$ cat src/rtl/sync_fifo_flags.sv
// rtl/sync_fifo_flags.sv - synchronous FIFO with count, almost/error flags and selectable read mode
module sync_fifo_flags #(
   parameter int DATA_W   = 8,
   parameter int ADDR_W   = 4,
   parameter int AF_LEVEL = (1 << ADDR_W) - 2,
   parameter int AE_LEVEL = 1,
   parameter int FWFT     = 1
) (
   input  logic              clk,
   input  logic              reset,
   input  logic              clr,
   input  logic              wr,
   input  logic [DATA_W-1:0] w_data,
   input  logic              rd,
   output logic [DATA_W-1:0] r_data,
   output logic              r_valid,
   output logic              empty,
   output logic              full,
   output logic              almost_empty,
   output logic              almost_full,
   output logic [ADDR_W:0]   count,
   output logic              overflow,
   output logic              underflow
);

   localparam int             DEPTH   = 1 << ADDR_W;
   localparam logic [ADDR_W:0] DEPTH_C = (ADDR_W+1)'(DEPTH);
   localparam logic [ADDR_W:0] AF_C    = (ADDR_W+1)'(AF_LEVEL);
   localparam logic [ADDR_W:0] AE_C    = (ADDR_W+1)'(AE_LEVEL);

   logic [DATA_W-1:0] mem_q [DEPTH];

   logic [ADDR_W-1:0] w_ptr_q, w_ptr_d;
   logic [ADDR_W-1:0] r_ptr_q, r_ptr_d;
   logic [ADDR_W:0]   count_q, count_d;
   logic              empty_q, empty_d;
   logic              full_q, full_d;
   logic              ae_q, ae_d;
   logic              af_q, af_d;
   logic              ovf_q, ovf_d;
   logic              udf_q, udf_d;
   logic              wr_acc, rd_acc;

   // Acceptance uses only registered flags, so wr/rd never reach the flags combinationally.
   assign wr_acc = wr && !full_q;
   assign rd_acc = rd && !empty_q;

   always_comb begin
      w_ptr_d = w_ptr_q;
      r_ptr_d = r_ptr_q;
      count_d = count_q;
      ovf_d   = ovf_q;
      udf_d   = udf_q;
      if (clr) begin
         w_ptr_d = '0;
         r_ptr_d = '0;
         count_d = '0;
         ovf_d   = 1'b0;
         udf_d   = 1'b0;
      end else begin
         if (wr_acc) w_ptr_d = w_ptr_q + 1'b1;
         if (rd_acc) r_ptr_d = r_ptr_q + 1'b1;
         if (wr_acc && !rd_acc)      count_d = count_q + 1'b1;
         else if (rd_acc && !wr_acc) count_d = count_q - 1'b1;
         if (wr && full_q)  ovf_d = 1'b1;
         if (rd && empty_q) udf_d = 1'b1;
      end
      empty_d = (count_d == '0);
      full_d  = (count_d == DEPTH_C);
      ae_d    = (count_d <= AE_C);
      af_d    = (count_d >= AF_C);
   end

   always_ff @(posedge clk or posedge reset) begin
      if (reset) begin
         w_ptr_q <= '0;
         r_ptr_q <= '0;
         count_q <= '0;
         empty_q <= 1'b1;
         full_q  <= 1'b0;
         ae_q    <= 1'b1;
         af_q    <= (AF_C == '0);
         ovf_q   <= 1'b0;
         udf_q   <= 1'b0;
      end else begin
         w_ptr_q <= w_ptr_d;
         r_ptr_q <= r_ptr_d;
         count_q <= count_d;
         empty_q <= empty_d;
         full_q  <= full_d;
         ae_q    <= ae_d;
         af_q    <= af_d;
         ovf_q   <= ovf_d;
         udf_q   <= udf_d;
      end
   end

   always_ff @(posedge clk) begin
      if (wr_acc && !clr) mem_q[w_ptr_q] <= w_data;
   end

   generate
      if (FWFT != 0) begin : g_fwft
         assign r_data  = mem_q[r_ptr_q];
         assign r_valid = !empty_q;
      end else begin : g_reg
         logic [DATA_W-1:0] r_data_q;
         logic              r_valid_q;

         // r_data keeps the last popped word through a flush; only the strobe is cleared.
         always_ff @(posedge clk or posedge reset) begin
            if (reset) begin
               r_data_q  <= '0;
               r_valid_q <= 1'b0;
            end else if (clr) begin
               r_valid_q <= 1'b0;
            end else begin
               r_valid_q <= rd_acc;
               if (rd_acc) r_data_q <= mem_q[r_ptr_q];
            end
         end

         assign r_data  = r_data_q;
         assign r_valid = r_valid_q;
      end
   endgenerate

   assign empty        = empty_q;
   assign full         = full_q;
   assign almost_empty = ae_q;
   assign almost_full  = af_q;
   assign count        = count_q;
   assign overflow     = ovf_q;
   assign underflow    = udf_q;

endmodule

$ cat config.mk
export PLATFORM = sky130hd
export DESIGN_NAME = sync_fifo_flags
export DESIGN_NICKNAME = d
export VERILOG_FILES = /design/src/rtl/sync_fifo_flags.sv
export SDC_FILE = /design/constraint.sdc
export NUM_CORES = 1
export LEC_CHECK = 0
export CAP_MARGIN = 15
export CELL_PAD_IN_SITES_DETAIL_PLACEMENT = 2
export CELL_PAD_IN_SITES_GLOBAL_PLACEMENT = 2
export CORE_MARGIN = 4
export CORE_UTILIZATION = 35
export DETAILED_ROUTE_END_ITERATION = 10
export PLACE_DENSITY_LB_ADDON = 0.1
export SLEW_MARGIN = 20
export SYNTH_ARGS = -nofsm -noshare
export SYNTH_HDL_FRONTEND = slang
export SYNTH_SLANG_ARGS = --single-unit
$ cat constraint.sdc
create_clock -name clk -period 3.1 [get_ports clk]
set_clock_uncertainty 0.15 [all_clocks]
set_input_delay 0.465 -clock clk [delete_from_list [all_inputs] [get_ports clk]]
set_output_delay 0.465 -clock clk [all_outputs]
set_load 0.02 [all_outputs]
==> key figures, run 1 <==
Global route
  – Largest net degree at the start of global routing: 36
  – Grt ovf: 0
  – GRT Util Overall: 0.163
  – Initial antenna violation count: 0
  – Global-route wire length before repair: 23,100 um
  – Vias in the first global route: 3,454

STA
  – Setup TNS: 0 ns
  – Final hold violation count: 0
  – Minimum clock period: 3.04 ns
  – Period Utilization, post-route: 0.980
  – Worst slew pin tran: 0.778 ns
  – Slew Limit Fails: 0
  – Rel. slew slack: 0.481
  – Final setup violation count: 0
  – Max Freq: 0.329 GHz
  – Hold WS: 0.337 ns

Critical path
  – Worst EP arrival: 2.42 ns
  – Startpoint types: register
  – R2R depth: 6
  – Critical Path RT: 2.48 ns
  – Worst setup path class: register to output pin
  – Worst Path Max Fanout: 7
  – Nature of the critical path endpoint: output pin

Detailed routing
  – Vias per cell: 5.08
  – Average wire per standard cell: 25.2 um
  – Antenna Violating Nets Remaining: 0
  – Via count: 3,057
  – First-pass DRT Iterations: 4
  – Drt drc: 0
  – Final WL: 15,200 um
  – 1st-iter DRT viols: 152

Synth
  – Post-synth EDFFs: 128
  – Post-synthesis simple-gate area fraction: 0.0625
  – Seq cells post-synth: 147
  – Post-synthesis sequential area ratio: 0.710
  – Synth Instances: 302
  – Syn Nets: 322
  – Post-synth top area share: 0.631
  – Ranking of synthesized cells by area: edfxtp_1 (63%), mux4_1 (8.2%), mux4_2 (7.8%), dfrtp_1 (7.0%), ha_1 (1.4%)
  – Mux contribution to synthesized area: 0.164
  – Dominant cell type by area after synthesis: edfxtp_1
  – Library cells used by synthesis: 40
  – Synth Area in Adders: 0.0177
  – Yosys Warn Count: 0
  – Top FF cell, synth: edfxtp_1
  – Post-Synth XOR/XNOR Area: 0.0123
  – Most frequent cells after synthesis: edfxtp_1 (128), mux4_2 (21), mux4_1 (19), nor2_1 (19), dfrtp_1 (17)
  – Post-Syn Area: 6090 um^2
  – Cell with the most instances after synthesis: edfxtp_1
  – Main combinational cell family by area after synthesis: multiplexers
  – Synth Area in Compound Gates: 0.00822
  – Syn_area_per_cell: 20.2 um^2
  – Post-synth ARST share: 0.129

Clocking
  – CTS sink cnt: 147
  – CTS H-tree lvls: 4
  – Hold buffer count at cts: 0
  – Clock latency at the later pin of the worst-skew pair: 0.42 ns
  – Clock Tree Root: clkbuf_16
  – Clock-pin slew on the worst setup and hold paths: 0.06 ns
  – Cts bufs inserted: 17
  – CTS tree: yes
  – Clock buffer depth: 2

Power
  – Static Leakage: 2.56 nW
  – Comb pwr share: 0.210
  – Power per cell area: 738 nW/um^2
  – Internal power: 4.13 mW
  – IR Drop Worst-Case VDD: 0.398 mV
  – Clock network power share: 0.373
  – Total power: 5.54 mW
  – Reg power frac: 0.417
  – Sw frac: 0.255
  – P_sw: 1.41 mW

Floorplan
  – Initial core utilization: 0.362
  – Core area: 16,800 um^2
  – Die width: 140 um
  – Die Footprint: 19,600 um^2
  – Ports: 33
  – Die Span Y: 140 um
  – Rows: 47

Layout
  – Final Net Count: 390
  – Share of layout cells above drive strength 1: 0.270
  – Non-filler instance count after layout: 602
  – Ant diodes: 0
  – Syn-to-layout area delta: 23.3%

Placed design
  – DP Wirelength: 9460 um
  – Final Wtd Congestion: 0.713
  – DP Cell Count: 558
  – Port bufs: 32

Run
  – Max Cap Violations: 0

Worst hold path
  – Min-delay worst type: input pin to asynchronous set/reset pin

Run status
  – Status: finished clean
metal layers:
layer / global-route usage / vias to the layer above / part of all wire
met2: 0.263 / 45 / 0.50
li1: - / 1354 / -
met4: 0.0551 / 0 / 0.015
met1: 0.221 / 1644 / 0.46
met3: 0.0358 / 14 / 0.024
met5: 0 / - / 0
worst paths after layout:
check | start | endpoint | slack [ns]
min reg2reg | overflow | overflow | 0.37
max in group asynchronous | reset | r_ptr_q[0] | 1.92
max reg2reg | count[1] | empty | 1.02
max | r_ptr_q[0] | r_data[1] | 0.06
min | reset | count[2] | 0.34
min in group clk | overflow | overflow | 0.37
cells by family after synthesis:
group	Yosys count
AO/OA/AOI/OAI	8
multiplexers	42
adder cells (fa/ha/maj)	9
XOR/XNOR	7
AND/OR/NAND/NOR	68
flip-flops	147
buffers and inverters	21
final cells by class:
type                       count  area [um^2]
sequential                   147         4320
multi-input combinational    134         1590
clock inverter                13          159
timing repair buffer          63          702
fill                        1571         9310
tap                          220          275
inverter                       7         26.3
clock buffer                  18          429
power groups by stage:
| stage | combinational [mW] | sequential (mW) | clock, mW |
|---|---|---|---|
| finish | 1.17 | 2.31 | 2.07 |
| global route | 1.25 | 2.32 | 2.21 |
| CTS | 1.11 | 2.32 | 2.13 |
| detailed placement | 1.02 | 2.35 | 0 |
| global placement | 1.00 | 2.34 | 0 |
| floorplan | 0.627 | 2.38 | 0 |
flip-flops by register name (all words and copies together) (netlist names):
signal,flops
full,1
almost_empty,1
mem_q,128
empty,1
overflow,1
count,5
r_ptr_q,4
underflow,1
almost_full,1
w_ptr_q,4
critical path, cell delays in order (launching register included):
cell and delay (ns):
dfrtp_2 0.41, buf_12 0.14, buf_12 0.14, buf_4 0.11, mux4_1 0.54, mux4_2 0.48, buf_4 0.17
through the flow:
step                      instance area (um^2)  setup WS [ns]  utilization
after floorplan                           6090          0.786            -
after global placement                    6750          0.195        0.402
after detailed placement                  6750          0.190        0.402
after CTS                                 7440        -0.0132        0.443
after global routing                      7510       -0.00365        0.446
final                                     7510         0.0619        0.446
timing repair:
item / in CTS / in global routing
endpoints found under the setup margin: 8 / 5
buffers inserted: 5 / 5
resized for setup: 35 / 5
cloned: 2 / 1
cells in the final DEF (no fill, tap or decap), drive strengths merged, types with 2 or more instances in the layout:
master         instances
dfrtp                 17
nand4                  2
nor3                   7
o21a                   2
xnor2                  2
clkdlybuf4s50         24
dfstp                  2
clkinv                 8
edfxtp               128
xor2                   4
inv                    9
nand2b                 5
clkdlybuf4s15          4
clkbuf                19
nor2                  19
bufinv                 3
buf                   34
mux4                  40
maj3                   2
nor4                   3
nand2                  9
nor2b                  3
ha                     7
a21oi                  4
nand3b                 2
and2                  12
(Power assumes the default switching activity.)
==> inputs of run 2 (changes only) <==
Settings changed: CORE_MARGIN 4 to 3.
==> run 2 against run 1 <==
Wire length decreased by 6.2%; cell count decreased by 0.83%; combinational power decreased by 17%; sequential power about the same; highest routed layer unchanged.
==> key figures, run 2 (synthesis gave the netlist of run 1 again) <==
Power
  – Power per cell area: 719 nW/um^2 (was 738 nW/um^2)
  – Static Leakage: 2.49 nW (was 2.56 nW)
  – IR Drop Worst-Case VDD: 0.375 mV (was 0.398 mV)

Global route
  – GR Util met2: 0.261 (was 0.263)
  – Largest net degree at the start of global routing: 36 (unchanged)
  – Vias in the first global route: 3,310 (was 3,454)
  – Met3 capacity usage during global routing: 0.0417 (was 0.0358)
  – Grt ovf: 0 (unchanged)
  – GR Util met1: 0.225 (was 0.221)
  – Initial antenna violation count: 0 (unchanged)
  – GRT Util Overall: 0.164 (was 0.163)
  – GR peak layer: met2 (unchanged)
  – Global-route wire length before repair: 21,500 um (was 23,100 um)

Layout
  – Share of layout cells above drive strength 1: 0.236 (was 0.270)
  – Most common cell after layout, fill and taps aside: edfxtp_1 (unchanged)
  – Most frequent cells in the layout: edfxtp_1 (128), clkdlybuf4s50_1 (24), mux4_2 (22) (was edfxtp_1 (128), mux4_2 (26), clkdlybuf4s50_1 (24))
  – Non-filler instance count after layout: 597 (was 602)
  – Syn-to-layout area delta: 20.8% (was 23.3%)
  – Final Net Count: 384 (was 390)
  – Ant diodes: 0 (unchanged)
  – Max FFs per register: 128 (unchanged)
  – Fillers: 1,576 (was 1,571)
  – Biggest register: mem_q (unchanged)

Critical path
  – Flop-to-flop setup slack: 0.98 ns (was 1.02 ns)
  – Top delay family on crit path: multiplexers (unchanged)
  – Worst setup path class: register to output pin (unchanged)
  – Critical Path RT: 2.48 ns (about the same)
  – R2R depth: 7 (was 6)
  – Worst Path Max Fanout: 15 (was 7)
  – Critical path depth in cells: 4 (was 6)
  – Worst-path cell chain: buf_12, mux4_1, mux4_2, dlygate4sd2_1 (was buf_12, buf_12, buf_4, mux4_1, mux4_2, buf_4)
  – Nature of the critical path endpoint: output pin (unchanged)
  – Worst EP arrival: 2.40 ns (was 2.42 ns)
  – Crit path to: r_data[4] (was r_data[1])
  – Crit path launch: r_ptr_q[0] (unchanged)
  – Reg2reg end: empty (unchanged)
  – Startpoint types: register (unchanged)
  – WP buf/inv: 2 (was 4)
  – Slowest cell on crit path: mux4_1 (unchanged)
  – R2r startpoint: count[1] (unchanged)
  – Delay of the slowest critical-path stage: 0.57 ns (was 0.54 ns)

Clocking
  – Post-CTS setup buffers: 0 (was 5)
  – Cts bufs inserted: 17 (unchanged)
  – Clock-pin slew on the worst setup and hold paths: 0.06 ns (about the same)
  – Clock latency at the later pin of the worst-skew pair: 0.42 ns (about the same)
  – Clock buffer depth: 2 (unchanged)
  – Hold buffer count at cts: 0 (unchanged)
  – CTS H-tree lvls: 4 (unchanged)
  – CTS sink cnt: 147 (unchanged)
  – Clock Tree Root: clkbuf_16 (unchanged)
  – CTS tree: yes (unchanged)

Run status
  – Status: finished clean (unchanged)

Worst hold path
  – Hold Path Stages: 2
  – Min-delay worst type: register to register (was input pin to asynchronous set/reset pin)

STA
  – RSZ-0062 raised after global routing: true
  – Minimum clock period: 3.01 ns (was 3.04 ns)
  – Setup WS post-layout: 0.0863 ns (was 0.0619 ns)
  – Rel. slew slack: 0.442 (was 0.481)
  – Final setup violation count: 0 (unchanged)
  – Hold WS: 0.361 ns (was 0.337 ns)
  – Max Freq: 0.332 GHz (was 0.329 GHz)
  – Final hold violation count: 0 (unchanged)
  – Worst slew pin tran: 0.835 ns (was 0.778 ns)
  – Slew Limit Fails: 0 (unchanged)
  – Period Utilization, post-route: 0.972 (was 0.980)

Detailed routing
  – 1st-iter DRT viols: 152 (unchanged)
  – Final WL: 14,200 um (was 15,200 um)
  – Average wire per standard cell: 23.9 um (was 25.2 um)
  – First-pass DRT Iterations: 4 (unchanged)
  – Drt drc: 0 (unchanged)
  – Antenna Violating Nets Remaining: 0 (unchanged)
  – Via count: 3,057 (unchanged)
  – Vias per cell: 5.12 (was 5.08)

Placed design
  – Final Wtd Congestion: 0.682 (was 0.713)
  – Pre-CTS WS: 0.215 ns (was 0.190 ns)
  – Port bufs: 32 (unchanged)
  – DP Cell Count: 565 (was 558)
  – DP Wirelength: 9370 um (was 9460 um)

Floorplan
  – Die Span Y: 138 um (was 140 um)
  – Die width: 138 um (was 140 um)
  – Ports: 33 (unchanged)
  – Core area: 16,800 um^2 (unchanged)
  – Initial core utilization: 0.362 (unchanged)
  – Rows: 47 (unchanged)
  – Die Footprint: 19,000 um^2 (was 19,600 um^2)

Run
  – Max Cap Violations: 0 (unchanged)
[run 2: per-layer routing]
metal | wire length, um | vias to the layer above
met5 | 0 | -
met4 | 157 | 0
met3 | 348 | 11
met2 | 7060 | 61
met1 | 6670 | 1644
li1 | - | 1341
[run 2: tightest hold or removal path, stage by stage, from the launching register on]
cell,delay (ns)
dfrtp_1,0.35
a21oi_1,0.05
nor2_1,0.07
[run 2: report_power, final]
part	total [mW]	internal [mW]	switching, mW
clock network	2.01	1.19	0.825
logic	0.968	0.496	0.472
registers	2.31	2.23	0.0731
[run 2: final cells by class]
class,instances,area (um^2),area share
Sequential cell,147,4320,0.587
Multi-Input combinational cell,134,1610,0.218
Timing Repair Buffer,57,546,0.0741
Clock buffer,17,425,0.0578
Tap cell,220,275,0.0374
Clock inverter,15,156,0.0213
Inverter,7,26.3,0.00357
[run 2: worst min-delay path by stage]
stage                          from           to  slack [ns]
after floorplan               reset  almost_full        0.26
after global placement     overflow     overflow        0.33
after detailed placement  underflow    underflow        0.35
after CTS                 underflow    underflow        0.37
after global routing          reset     count[2]        0.42
final                     underflow    underflow        0.36
[run 2: timing repair]
item	4_1_cts	5_1_grt
pin swaps	0	0
endpoints found under the setup margin	8	7
endpoints found under the hold margin	0	0
gates resized for setup	10	7
[run 2: through the flow]
step,instance area (um^2),setup TNS (ns),total power [mW],util
2_1_floorplan,6090,0,3.00,-
3_3_place_gp,6790,0,3.34,0.404
3_5_place_dp,6790,0,3.35,0.404
4_1_cts,7370,0,5.36,0.438
5_1_grt,7360,-0.00767,5.51,0.438
6_report,7360,0,5.29,0.438
